`src/rtl/regfile_wb_arbiter.sv`:
```
// Register file write-port arbiter for the ALU and load writeback paths, with a
// busy scoreboard that lets decode detect RAW and WAW hazards on in-flight destinations.
module regfile_wb_arbiter #(
    parameter int XLEN  = 32,
    parameter int NREGS = 32,
    localparam int PW   = $clog2(NREGS)
) (
    input  logic            clk,
    input  logic            rst_n,

    input  logic            alu_valid,
    output logic            alu_ready,
    input  logic [PW-1:0]   alu_rd,
    input  logic [XLEN-1:0] alu_data,

    input  logic            mem_valid,
    output logic            mem_ready,
    input  logic [PW-1:0]   mem_rd,
    input  logic [XLEN-1:0] mem_data,

    input  logic            issue_valid,
    input  logic [PW-1:0]   issue_rd,
    output logic            issue_ready,
    input  logic [PW-1:0]   rs1_ptr,
    input  logic [PW-1:0]   rs2_ptr,
    output logic            rs1_busy,
    output logic            rs2_busy,

    output logic            rf_write_en,
    output logic [PW-1:0]   rf_write_ptr,
    output logic [XLEN-1:0] rf_write_data
);

    typedef enum logic {
        GRANT_ALU = 1'b0,
        GRANT_MEM = 1'b1
    } grant_e;

    grant_e            last_grant_q, last_grant_d;
    logic              wr_en_q, wr_en_d;
    logic [PW-1:0]     wr_ptr_q, wr_ptr_d;
    logic [XLEN-1:0]   wr_data_q, wr_data_d;
    logic [NREGS-1:0]  busy_q, busy_d;

    logic              alu_xfer, mem_xfer, xfer;
    logic [PW-1:0]     xfer_rd;
    logic [XLEN-1:0]   xfer_data;
    logic              issue_set;

    // Both contending: the requester that did not win last time goes next.
    // NOTE: every always_comb output gets a default first so no latch is inferred.
    always_comb begin
        alu_ready = 1'b0;
        mem_ready = 1'b0;
        if (alu_valid && mem_valid) begin
            if (last_grant_q == GRANT_MEM) alu_ready = 1'b1;
            else                           mem_ready = 1'b1;
        end else begin
            alu_ready = alu_valid;
            mem_ready = mem_valid;
        end
    end

    assign alu_xfer  = alu_valid && alu_ready;
    assign mem_xfer  = mem_valid && mem_ready;
    assign xfer      = alu_xfer || mem_xfer;
    assign xfer_rd   = mem_xfer ? mem_rd   : alu_rd;
    assign xfer_data = mem_xfer ? mem_data : alu_data;

    always_comb begin
        last_grant_d = last_grant_q;
        if (alu_xfer)      last_grant_d = GRANT_ALU;
        else if (mem_xfer) last_grant_d = GRANT_MEM;
    end

    // x0 transfers complete the handshake but never raise the write enable.
    always_comb begin
        wr_en_d   = 1'b0;
        wr_ptr_d  = wr_ptr_q;
        wr_data_d = wr_data_q;
        if (xfer) begin
            wr_en_d   = (xfer_rd != '0);
            wr_ptr_d  = xfer_rd;
            wr_data_d = xfer_data;
        end
    end

    // Clear on the edge the register file captures the value; set for new issues.
    // issue_ready guarantees the set and clear never hit the same bit.
    assign issue_ready = !busy_q[issue_rd];
    assign issue_set   = issue_valid && issue_ready && (issue_rd != '0);

    always_comb begin
        busy_d = busy_q;
        if (wr_en_q)   busy_d[wr_ptr_q] = 1'b0;
        if (issue_set) busy_d[issue_rd] = 1'b1;
        busy_d[0] = 1'b0;
    end

    assign rs1_busy = (rs1_ptr != '0) && busy_q[rs1_ptr];
    assign rs2_busy = (rs2_ptr != '0) && busy_q[rs2_ptr];

    // NOTE: sequential state uses non-blocking assignments so every flop samples pre-edge values.
    always_ff @(posedge clk) begin
        if (!rst_n) begin
            last_grant_q <= GRANT_MEM;
            wr_en_q      <= 1'b0;
            wr_ptr_q     <= '0;
            wr_data_q    <= '0;
            busy_q       <= '0;
        end else begin
            last_grant_q <= last_grant_d;
            wr_en_q      <= wr_en_d;
            wr_ptr_q     <= wr_ptr_d;
            wr_data_q    <= wr_data_d;
            busy_q       <= busy_d;
        end
    end

    assign rf_write_en   = wr_en_q;
    assign rf_write_ptr  = wr_ptr_q;
    assign rf_write_data = wr_data_q;

endmodule

```
`config.mk`:
```
export PLATFORM = sky130hd
export DESIGN_NAME = regfile_wb_arbiter
export DESIGN_NICKNAME = d
export VERILOG_FILES = /design/src/rtl/regfile_wb_arbiter.sv
export SDC_FILE = /design/constraint.sdc
export NUM_CORES = 1
export LEC_CHECK = 0
export ABC_AREA = 1
export CAP_MARGIN = 30
export CORE_MARGIN = 4
export CORE_UTILIZATION = 40
export CTS_CLUSTER_DIAMETER = 120
export DETAILED_ROUTE_END_ITERATION = 12
export PLACE_DENSITY = 0.75
export SYNTH_ARGS = -nofsm -noshare
export SYNTH_HDL_FRONTEND = slang
export SYNTH_SLANG_ARGS = --single-unit
```
`constraint.sdc`:
```
create_clock -name clk -period 1.8 [get_ports clk]
set_clock_uncertainty 0.2 [all_clocks]
set_input_delay 0.36 -clock clk [delete_from_list [all_inputs] [get_ports clk]]
set_output_delay 0.36 -clock clk [all_outputs]
set_load 0.05 [all_outputs]
```
==> impl_results.md <==
- Status: complete, but fails checks
- Failing checks: setup timing
- Die Ht: ~110 um
- Root Buffer: clkbuf_8
- Worst-Margin Slew: between 400 and 500 ps
- Vias in the first global route: 5,281
- Slew Limit Fails: 0
- Max Fclk: 457.5 MHz
- Area of the core: just under 10,000 um2
- Worst EP arrival: roughly 1600 ps
- Fraction of registers with async set or reset after synthesis: 0
- Pre-CTS setup slack: -780.8 ps
- Syn nets: between 700 and 800
- Hold crit path type: register to register
- Setup TNS Final: -6422 ps
- Cell repeated most along the worst path: o21ai_1
- Area of the multi-input gates: roughly 2800 um2
- Die X-Extent: ~110 um
- Fill cells: 734
- Pin count of the biggest net entering global routing: 35
- Startpoint types: register
- Total CTS buffers: 9
- Cell Pwr Density: between 600 and 700 nW/um2
- Antenna violations before repair: 1
- Htree depth: 3
- Placed cells: a little over 900
- Clock-pin slew on the worst setup and hold paths: around 80 ps
- GRT Overall Usage: 0.3014
- Register area share after synthesis: 0.3535
- Rel. slew slack: 0.6697
- Row count: 36
- #FFs+latches synth: 70
- Layout net count: around 900
- GR Overflow Total: 0
- Gpl congestion: between 0.9 and 1
- Shortest period the worst path allows: ~2200 ps
- Worst Setup End Kind: primary output
- Synth Area per Inst: approximately 6.4 um2
- Mux cell area share after synthesis: 0.007576
- Via count: roughly 5.3k
- Crit path largest cell delay: between 300 and 400 ps
- Post-Synth Simple-Gate Area: 0.2888
- Largest family of logic cells by synthesized area: simple AND/OR/NAND/NOR gates
- Buffers on Ports: roughly 140
- Final Cycle Share: 1.214
- CP delay by family, top: compound AO/OA/AOI/OAI gates
- Critical path buffers and inverters: 2
- IO Count: 137
- Final setup fails: 34
- P&R area growth vs syn: 83.71%
- Final ANT Viol Nets: 0
- FF/Latch Area: 1444 um2
- Crit path cell chain: inv_2 -> a21oi_2 -> o21ai_1 -> o21ai_1 -> o211ai_1 -> nand3_1 -> nor2_2 -> nor2_4 -> buf_12
- Share of layout cells above drive strength 1: 0.3362
- Leading cell types in the layout, fill and taps excluded: 110 x o21ai_0, 88 x nand2_1, 81 x clkdlybuf4s50_1, 65 x nor2_1, 57 x nand3_1
- Number of synthesized flops with an enable pin: 0
- Max cap viols: 0
- Die area: about 12,000 um2
- First-pass GRT wire length: ~27,000 um
- Synth Instances: just over 600
- Iter 0 DRT Violations: 353
- Fin cells: 940
- Synthesized area: between 3000 and 4000 um2
- Slowest-stage cell, CP: dfxtp_2
- Synth unique cells: 29
- Num Clock Sinks: 70
- Longest Clk Path Bufs: 2
- Static Leak: approximately 2.8 nW
- Commonest non-fill, non-tap cell in the layout: o21ai_0
- Initial Util: 0.4074
- CP Class: register to primary output
- Setup ws final: -385.7 ps
- CTS tree: done
- DRC Markers: 0
- Synthesis warning total: 0
- Post-synthesis adder-cell area fraction: 0
- Via density: between 5 and 6
- Main synth FF type: dfxtp_1
- Crit path required time: around 1200 ps
- Synth Area in Compound Gates: 0.2595
- Post-synthesis xor/xnor area fraction: 0
- Fin. Hold Viols: 0
- Clk_lat worst skew: between 300 and 400 ps
- Critical path peak fanout: 3
- Hpwl dp: approximately 12,000 um
- WL/cell: roughly 19 um
- Hold slack final: around 290 ps
- Routed wire length: roughly 18,000 um
- VDD IR-drop max: a little under 0.0007 V
- First-pass detailed-route iteration total: 5
- RSZ-0062 raised after global routing: yes
report_power, final:
part | switching, W | leakage [nW] | internal (W)
sequential | 0.0000918 | 0.588 | 0.00163
combinational | 0.000816 | 2.06 | 0.000701
clock | 0.000621 | 0.130 | 0.00106
synthesized netlist by cell type (all sizes together), types with 3 or more instances:
cell type	n	area, um2
inv	48	182.7
nor3	8	40.04
o22ai	3	18.77
a31oi	4	25.02
nand2	101	381.6
nand3	88	440.4
mux2i	3	30.03
buf	9	75.06
nor2	71	276.5
clkbuf	26	97.59
dfxtp	70	1401
o21ai	124	620.6
o211ai	10	75.07
a21oi	48	240.2
logic make-up after synthesis:
logic type	Yosys count
and+or+nand+nor	269
AOI/OAI and AO/OA	195
buffers and inverters	84
DFF	70
muxes	3
final timing paths:
| check | from | to | slack, ps | depth (start not counted) |
|---|---|---|---|---|
| worst min-delay path | rf_write_data[17] | rf_write_data[17] | 290 | 2 |
| worst max-delay path | busy_q[13] | rs1_busy | -390 | 9 |
| worst max register to register | busy_q[6] | busy_q[2] | -220 | 15 |
| worst min register to register | rf_write_data[17] | rf_write_data[17] | 290 | 2 |
layer usage:
| metal | part of all wire | up-vias | GRT usage |
|---|---|---|---|
| met1 | 0.35 | 2407 | 0.3160 |
| met3 | 0.082 | 85 | 0.06659 |
| met2 | 0.48 | 305 | 0.5342 |
| li1 | - | 2482 | - |
| met4 | 0.081 | 0 | 0.2029 |
| met5 | 0 | - | 0 |
flip-flops by register name, summed over array words and instances, names as in the netlist:
name / count
busy_q: 31
rf_write_data: 32
last_grant_q: 1
rf_write_en: 1
rf_write_ptr: 5
final cells by class:
class,instances,area share
multi-input cells,467,0.3851
clock buffers,10,0.01753
flip-flops and latches,70,0.1983
inverters,49,0.02852
diodes,1,0.0003436
well taps,133,0.02285
repair buffers,204,0.3290
clock inverters,6,0.01838
through the flow:
step	utilization	instance area, um2	total power (W)
global placement	0.6292	6122	0.003066
floorplan	-	4043	0.002360
CTS	0.7177	6983	0.004873
global route	0.7485	7282	0.005072
finish	0.7485	7282	0.004918
detailed placement	0.6292	6122	0.003082
what timing repair did:
action / in CTS / in global routing
resized for setup: 155 / 74
setup endpoints to repair: 37 / 35
setup buffers: 14 / 0
pin swaps: 39 / 40
hold buffers: 0 / 0
cloned: 7 / 0
worst min-delay path: cells and delay by family, from the launching register on:
kind / cells / cell delay, ps
compound gates: 1 / 70
flops: 1 / 320
simple gates: 1 / 70
(Power assumes the default switching activity.)
